`src/rtl/sdram_port_arbiter.sv`:
```
// Two-requester Avalon-MM arbiter in front of a single SDRAM controller slave port.
// Round-robin grant with bounded hold; read returns steered by an in-order master-id tag FIFO.
module sdram_port_arbiter #(
  parameter int ADDR_W      = 25,
  parameter int DATA_W      = 16,
  parameter int BE_W        = 2,
  parameter int MAX_PENDING = 8,
  parameter int HOLD_MAX    = 4
) (
  input  logic                           clk_clk,
  input  logic                           reset_reset,

  input  logic [ADDR_W-1:0]              m0_address,
  input  logic                           m0_read,
  input  logic                           m0_write,
  input  logic [DATA_W-1:0]              m0_writedata,
  input  logic [BE_W-1:0]                m0_byteenable,
  output logic                           m0_waitrequest,
  output logic [DATA_W-1:0]              m0_readdata,
  output logic                           m0_readdatavalid,

  input  logic [ADDR_W-1:0]              m1_address,
  input  logic                           m1_read,
  input  logic                           m1_write,
  input  logic [DATA_W-1:0]              m1_writedata,
  input  logic [BE_W-1:0]                m1_byteenable,
  output logic                           m1_waitrequest,
  output logic [DATA_W-1:0]              m1_readdata,
  output logic                           m1_readdatavalid,

  output logic [ADDR_W-1:0]              sdram_address,
  output logic                           sdram_read,
  output logic                           sdram_write,
  output logic [DATA_W-1:0]              sdram_writedata,
  output logic [BE_W-1:0]                sdram_byteenable,
  input  logic                           sdram_waitrequest,
  input  logic [DATA_W-1:0]              sdram_readdata,
  input  logic                           sdram_readdatavalid,

  output logic [$clog2(MAX_PENDING):0]   pending_reads,
  output logic                           err_unexpected_rdv
);

  localparam int PTR_W  = $clog2(MAX_PENDING);
  localparam int CNT_W  = PTR_W + 1;
  localparam int HOLD_W = (HOLD_MAX > 1) ? $clog2(HOLD_MAX) : 1;
  localparam logic [HOLD_W-1:0] HOLD_LAST = HOLD_W'(HOLD_MAX - 1);

  typedef enum logic [1:0] {IDLE, GRANT0, GRANT1} state_t;

  state_t             state;
  state_t             state_next;
  logic               last_served;
  logic [HOLD_W-1:0]  hold_cnt;

  logic               tag_mem [MAX_PENDING];
  logic [PTR_W-1:0]   wr_ptr;
  logic [PTR_W-1:0]   rd_ptr;
  logic [CNT_W-1:0]   tag_cnt;
  logic               err_q;

  logic               req0;
  logic               req1;
  logic               fifo_full;
  logic               fifo_empty;
  logic               accept;
  logic               push;
  logic               pop;
  logic               tag_head;

  assign req0       = m0_read | m0_write;
  assign req1       = m1_read | m1_write;
  assign fifo_full  = (tag_cnt == CNT_W'(MAX_PENDING));
  assign fifo_empty = (tag_cnt == '0);
  assign push       = accept & sdram_read;
  assign pop        = sdram_readdatavalid & ~fifo_empty;
  assign tag_head   = tag_mem[rd_ptr];

  always_ff @(posedge clk_clk) begin
    if (reset_reset) begin
      state <= IDLE;
    end else begin
      state <= state_next;
    end
  end

  // Read+write together is forwarded as a read; a full tag FIFO masks the read and stalls the master.
  always_comb begin
    state_next       = state;
    sdram_address    = '0;
    sdram_writedata  = '0;
    sdram_byteenable = '0;
    sdram_read       = 1'b0;
    sdram_write      = 1'b0;
    m0_waitrequest   = 1'b1;
    m1_waitrequest   = 1'b1;
    accept           = 1'b0;
    unique case (state)
      IDLE: begin
        if (req0 && (!req1 || last_served)) begin
          state_next = GRANT0;
        end else if (req1) begin
          state_next = GRANT1;
        end
      end
      GRANT0: begin
        sdram_address    = m0_address;
        sdram_writedata  = m0_writedata;
        sdram_byteenable = m0_byteenable;
        sdram_read       = m0_read & ~fifo_full;
        sdram_write      = m0_write & ~m0_read;
        m0_waitrequest   = sdram_waitrequest | (m0_read & fifo_full);
        accept           = (sdram_read | sdram_write) & ~sdram_waitrequest;
        if (!req0 || (accept && (hold_cnt == HOLD_LAST) && req1)) begin
          state_next = req1 ? GRANT1 : IDLE;
        end
      end
      GRANT1: begin
        sdram_address    = m1_address;
        sdram_writedata  = m1_writedata;
        sdram_byteenable = m1_byteenable;
        sdram_read       = m1_read & ~fifo_full;
        sdram_write      = m1_write & ~m1_read;
        m1_waitrequest   = sdram_waitrequest | (m1_read & fifo_full);
        accept           = (sdram_read | sdram_write) & ~sdram_waitrequest;
        if (!req1 || (accept && (hold_cnt == HOLD_LAST) && req0)) begin
          state_next = req0 ? GRANT0 : IDLE;
        end
      end
      default: state_next = IDLE;
    endcase
  end

  // hold_cnt saturates so an uncontested burst cannot wrap and extend the next contested hold.
  always_ff @(posedge clk_clk) begin
    if (reset_reset) begin
      hold_cnt    <= '0;
      last_served <= 1'b1;
    end else begin
      if (state_next != state) begin
        hold_cnt <= '0;
      end else if (accept && (hold_cnt != HOLD_LAST)) begin
        hold_cnt <= hold_cnt + HOLD_W'(1);
      end
      if (accept) begin
        last_served <= (state == GRANT1);
      end
    end
  end

  always_ff @(posedge clk_clk) begin
    if (reset_reset) begin
      wr_ptr  <= '0;
      rd_ptr  <= '0;
      tag_cnt <= '0;
      err_q   <= 1'b0;
    end else begin
      if (push) begin
        wr_ptr <= wr_ptr + PTR_W'(1);
      end
      if (pop) begin
        rd_ptr <= rd_ptr + PTR_W'(1);
      end
      unique case ({push, pop})
        2'b10:   tag_cnt <= tag_cnt + CNT_W'(1);
        2'b01:   tag_cnt <= tag_cnt - CNT_W'(1);
        default: tag_cnt <= tag_cnt;
      endcase
      if (sdram_readdatavalid && fifo_empty) begin
        err_q <= 1'b1;
      end
    end
  end

  always_ff @(posedge clk_clk) begin
    if (push) begin
      tag_mem[wr_ptr] <= (state == GRANT1);
    end
  end

  assign m0_readdata        = sdram_readdata;
  assign m1_readdata        = sdram_readdata;
  assign m0_readdatavalid   = pop & ~tag_head;
  assign m1_readdatavalid   = pop & tag_head;
  assign pending_reads      = tag_cnt;
  assign err_unexpected_rdv = err_q;

endmodule
```
`config.mk`:
```
export PLATFORM = sky130hd
export DESIGN_NAME = sdram_port_arbiter
export DESIGN_NICKNAME = d
export VERILOG_FILES = /design/src/rtl/sdram_port_arbiter.sv
export SDC_FILE = /design/constraint.sdc
export NUM_CORES = 1
export LEC_CHECK = 0
export ABC_AREA = 0
export BUFFER_PORTS_ARGS = -buffer_cell sky130_fd_sc_hd__buf_4
export CORE_MARGIN = 4
export CORE_UTILIZATION = 41
export DETAILED_ROUTE_END_ITERATION = 6
export HOLD_SLACK_MARGIN = 0.1
export PLACE_DENSITY = 0.82
export SLEW_MARGIN = 40
export SYNTH_ARGS = -nofsm -noshare
export SYNTH_HDL_FRONTEND = slang
export SYNTH_SLANG_ARGS = --single-unit
```
`constraint.sdc`:
```
create_clock -name clk_clk -period 3.8 [get_ports clk_clk]
set_input_delay 0.95 -clock clk_clk [delete_from_list [all_inputs] [get_ports clk_clk]]
set_output_delay 0.95 -clock clk_clk [all_outputs]
set_load 0.02 [all_outputs]
```
# --- Word level (Yosys, flattened, before mapping) ---
# Memories as Yosys holds them, arrays and structs flattened. A register that Yosys moved wholly into a read port is not among the register bits.
# Index checks and enable logic that the tools add are counted.
word_totals:
  ff_bits: 16
  latchBits: 0
  ramBits: 8
  mem_bits_ro: 0
  inputBits: 110
  out_inout_bits: 86
  elab_cells: 81
  n_memories: 1
classes:
  add_sub_neg: 5
  mul: 0
  div: 0
  order_cmp: 0
  n_eq_ne: 8
  shifts: 0
  mux: 20
  n_bitwise: 24
  n_reduce_logical: 16
mem_list:
  columns: ["name", "words", "width", "read_ports", "rd_clocked_by_memory_dff", "wr", "line_no", "source"]
  rows:
  - ["tag_mem", 8, 1, 1, 1, 1, "56", "logic tag_mem [MAX_PENDING];"]
ops:
  columns: ["operator", "n"]
  rows:
  - ["25-bit case mux with 2 select lines", 1]
  - ["16-bit case mux with 2 select lines", 1]
  - ["1-bit AND", 12]
  - ["2-bit 2-to-1 mux", 5]
  - ["4-bit case mux with 2 select lines", 1]
  - ["1-bit logical AND", 7]
  - ["3-bit by 1-bit adder with 3-bit output (second input constant)", 2]
  - ["2-bit equality test (second input constant)", 3]
  - ["3-bit 2-to-1 mux", 2]
  - ["1-bit NOT", 6]
  - ["1-bit OR", 6]
  - ["1-bit case mux with 2 select lines", 3]
  - ["2-bit case mux with 3 select lines", 1]
  - ["1-bit 2-to-1 mux", 5]
  - ["4-bit by 1-bit adder with 4-bit output (second input constant)", 1]
  - ["2-bit by 1-bit equality test with 1-bit output (second input constant)", 2]
  - ["4-bit equality test (second input constant)", 1]
  - ["4-bit zero test", 1]
  - ["2-bit case mux with 2 select lines", 1]
  - ["4-bit by 1-bit subtractor with 4-bit output (second input constant)", 1]
  - ["1-bit logical OR", 3]
  - ["2-bit by 1-bit adder with 2-bit output (second input constant)", 1]
  - ["1-bit zero test", 2]
  - ["2-bit zero test", 1]
  - ["other kinds (4)", 4]

# --- Depth between registers and ports, before layout ---
depth:
  word_depth: 12
  depth_mapped: 13
  depth_no_buf: 12

# --- Worst setup path after synthesis ---
# OpenSTA, ideal clock, no wires.
synth_path:
  kind: "input to register"
  startpoint: "input port m0_read"
  endpoint: "register tag_cnt[2] (netlist: pending_reads[2])"
  setup_time_ns: 0.070
  arrival_time_ns: 3.468
  t_required_ns: 3.730
  path_slack_ns: 0.262
  cell_stages: 11
  path_buffers: 1
  cell_sequence: "buf_2 -> a22oi_1 -> nor3b_1 -> o21ai_2 -> ha_1 -> xor2_1 -> ha_1 -> a21oi_1 -> xor2_1 -> or3_1 -> a21oi_1"
synth_via:
  word_cells_on_any_way: 12
  cone_classes: "eq/ne (2); mux (3); bitwise (6); reduce/logical (1)"
synth_lines:
  columns: ["element", "line_no", "source"]
  rows:
  - ["start: declaration", "14", "input logic m0_read,"]
  - ["1-bit AND *", "110", "sdram_read = m0_read & ~fifo_full;"]
  - ["1-bit case mux with 2 select lines *", "98", "unique case (state)"]
  - ["named net sdram_read", "32", "output logic sdram_read,"]
  - ["1-bit AND *", "75", "assign push = accept & sdram_read;"]
  - ["2-bit by 1-bit equality test with 1-bit output or 2-bit equality test (tied branches)", "164", "unique case ({push, pop})"]
  - ["4-bit case mux with 2 select lines or 2-bit nonzero test (tied branches)", null, null]
  - ["end signal: assignment", "165", "2'b10: tag_cnt <= tag_cnt + CNT_W'(1);"]
  - ["end signal: assignment", "166", "2'b01: tag_cnt <= tag_cnt - CNT_W'(1);"]
  - ["end signal: assignment", "167", "default: tag_cnt <= tag_cnt;"]
  - ["end: declaration", "59", "logic [CNT_W-1:0] tag_cnt;"]
# Mark *: on every way through the listed nets, which the timed path passes. The rest lies on a longest branch.
# A chain may end at the register's enable or synchronous reset.

# --- Worst setup path after layout ---
layout_path:
  startpoint: "register state[0]"
  endpoint: "register tag_cnt[2] (netlist: pending_reads[2])"
layout_via:
  elab_chain_len: 5
  word_cells_on_any_way: 9
  cone_classes: "eq/ne (4); mux (3); bitwise (1); reduce/logical (1)"
layout_lines:
  columns: ["element", "line_no", "source"]
  rows:
  - ["start: declaration", "51", "state_t state;"]
  - ["start signal: assignment", "83", "state <= state_next;"]
  - ["2-bit equality test or 2-bit by 1-bit equality test with 1-bit output (tied branches)", "98", null]
  - ["1-bit case mux with 2 select lines", "98", null]
  - ["1-bit AND *", "75", null]
  - ["2-bit by 1-bit equality test with 1-bit output or 2-bit equality test (tied branches)", "164", null]
  - ["4-bit case mux with 2 select lines or 2-bit nonzero test (tied branches)", null, null]
# Every way passes the cells marked *; elsewhere a longest branch is shown, timed or not.

==> impl_metrics.yaml <==
run_status:
  run_status: "complete, no violations"
clock_tree:
  ctsResizeCount: 0
  cts-hold-fix-buffers: 0
  insertion_delay_ns: 0.27
  tritoncts: "done"
  clk_pin_slew_ns: 0.09
  cts_made_buffers: 3
  clock_h_tree_levels: 1
  clkSinkCount: 27
  clockRootBuffer: "clkbuf_8"
  post-cts-setup-buffers: 0
  clock_path_buffers: 2
route:
  vias_per_cell: 5.33
  detail_route.wl_per_cell_um: 16.1
  drt-initial-drc-count: 88
  drtAntennaViolNets: 0
  drt_pass1_iterations: 4
  routed_wl_um: 7710
  drc_violation_count_after_routing: 0
  routed-via-count: 2557
floorplan:
  floorplan.die_area_um2: 7460
  io_pins: 196
  num_rows: 28
  placeableCoreArea_um2: 5960
  dieWidth_um: 86.4
  die-height_um: 86.4
  starting_density: 0.423
synthesis:
  synth_enable_flop_cells: 8
  postSynthCellCount: 301
  synth_top_cells_by_count: "nor2b_1 (45), a22oi_1 (44), buf_4 (32)"
  postSynthRegisterBits: 27
  synth_async_sr_flop_share: 0
  portion_of_synthesized_cell_area_occupied_by_the_leading_cell_type: 0.151
  ys_types: 53
  yosys_warnings: 0
  synth_fp_nets: 421
  synthesis.area_um2: 2520
  synth.avg_cell_area_um2: 8.37
  synth_top_cell_by_area: "dfxtp_1"
  ys.flop_type: "dfxtp_1"
  leading_cell_type_by_number_of_instances_after_synthesis: "nor2b_1"
  share_of_synthesized_area_occupied_by_flip_flops_and_latches: 0.246
  most_area_consuming_cells_after_synthesis: "dfxtp_1 (15%), a22oi_1 (13%), nor2b_1 (11%), buf_4 (9.5%), edfxtp_1 (9.5%)"
sta:
  crit_share_post_route: 0.819
  layout_min_cycle_time_ns: 3.11
  setup_violations: 0
  report.final.hold_viol_count: 0
  worst_clock_skew_ns: 0.00518
  max_freq_mhz: 321
  setup_tns_ns: 0
  rsz0062_at_grt: "no"
  timing.slew.headroom: 0.629
  final-max-slew-violation-count: 0
  tightest_slew_ns: 0.554
place:
  place.detailed.instances: 476
  dp.final_hpwl_um: 6260
  io_buffer_count: 147
  gpl.final_weighted_congestion: 0.924
worst_setup_path:
  timing.setup.critical_path_class: "register to register"
  critical_path.endpoint: "pending_reads[2]"
  end_kind: "register"
  reg2reg_depth: 12
  startpoint_type: "register"
  worstPathArrival_ns: 3.32
  critical_register_to_register_path_startpoint: "state[0]"
  critical_path_peak_fanout: 18
  startpoint: "state[0]"
  worst_ep_required_time_ns: 4.01
  r2r_slack_ns: 0.69
  rr_endpoint: "pending_reads[2]"
final_layout:
  num-nets-final: 526
  n_antenna_cell: 0
  final_non_filler_cell_total: 480
  areaGrowthSynthToFinish_pct: 38.6
  fillCellCount: 539
  final_layout_size_suffix_gt1_frac: 0.432
pwr:
  max-vdd-ir-drop_v: 0.000245
  cellLeakagePower_nw: 1.49
  power_density_nw_per_um2: 285
global_route:
  grt_pass1_vias: 2521
  grt_total_ovfl: 0
  initial_antenna_violation_count: 0
  global_route_wire_length_before_repair_um: 11900
  global_route.usage.total: 0.195
  grt_max_degree: 48
hold_path:
  min_path_type: "register to register"
job:
  max_cap_viol_count: 0
[final cells by class]
| type | instances | area (um2) | share of cell area |
|---|---|---|---|
| clock buffers | 3 | 41.3 | 0.0118 |
| flip-flops and latches | 27 | 621 | 0.178 |
| inverters | 6 | 22.5 | 0.00645 |
| clock inverters | 1 | 7.51 | 0.00215 |
| repair buffers | 153 | 1150 | 0.329 |
| well taps | 75 | 93.8 | 0.0269 |
| multi-input cells | 215 | 1560 | 0.446 |
[worst max-delay path: stages, from the launching register on]
cell and delay [ns]:
dfxtp_1 0.50, ha_1 0.26, buf_4 0.25, inv_1 0.16, a2111oi_4 0.36, o21ai_2 0.16
ha_1 0.30, xor2_1 0.17, ha_1 0.20, a21oi_1 0.15, xor2_1 0.10, or3_1 0.31
a21oi_1 0.14
[where the power goes]
group | switching, W | internal, W
logic | 0.000270 | 0.000248
registers | 0.0000105 | 0.000304
clock network | 0.0000888 | 0.0000744
[stage by stage]
step	util	hold slack (ns)	area [um2]	total power [W]	setup slack (ns)
2_1_floorplan	-	0.443	2520	0.000680	0.262
3_3_place_gp	0.578	0.449	3440	0.000835	0.605
3_5_place_dp	0.578	0.475	3440	0.000838	0.512
4_1_cts	0.586	0.496	3490	0.00100	0.705
5_1_grt	0.586	0.537	3490	0.00106	0.469
6_report	0.586	0.485	3490	0.000996	0.688
[cells in the final DEF, fill, tap and decap left out, drive strengths merged, types with 5 or more instances in the layout]
cell type	netlist	final
o21ai	7	7
a22oi	44	44
nor3	7	7
nand2b	6	6
dfxtp	19	19
nor2b	45	45
xor2	6	6
nor2	22	22
ha	10	10
inv	6	6
edfxtp	8	8
mux2i	5	5
nand2	11	11
buf	37	153
a21oi	9	9
[worst min path at each step]
| stage | end | startpoint | cells past startpoint | slack (ns) |
|---|---|---|---|---|
| floorplan | last_served | last_served | 2 | 0.44 |
| global placement | err_unexpected_rdv | err_unexpected_rdv | 2 | 0.45 |
| detailed placement | err_unexpected_rdv | err_unexpected_rdv | 2 | 0.48 |
| CTS | err_unexpected_rdv | err_unexpected_rdv | 2 | 0.50 |
| global route | err_unexpected_rdv | err_unexpected_rdv | 2 | 0.54 |
| finish | err_unexpected_rdv | err_unexpected_rdv | 2 | 0.49 |
[cell families (layout without fill, tap and decap cells)]
kind of cell	after synthesis	after routing	synth area share
simple gates	112	112	0.262
compound gates	78	78	0.238
buf+inv	59	163	0.137
flops	27	27	0.246
fa+ha+maj	10	10	0.0497
mux	8	8	0.0422
xor+xnor	7	7	0.0243
[per-layer routing]
layer  part of all wire  global-route usage  vias to the layer above
met2               0.52               0.341                      119
met4              0.018              0.0453                        0
li1                   -                   -                     1259
met1               0.37               0.229                     1167
met5                  0                   0                        -
met3              0.085              0.0637                       12
No activity file was read; power rests on OpenSTA's default activity.
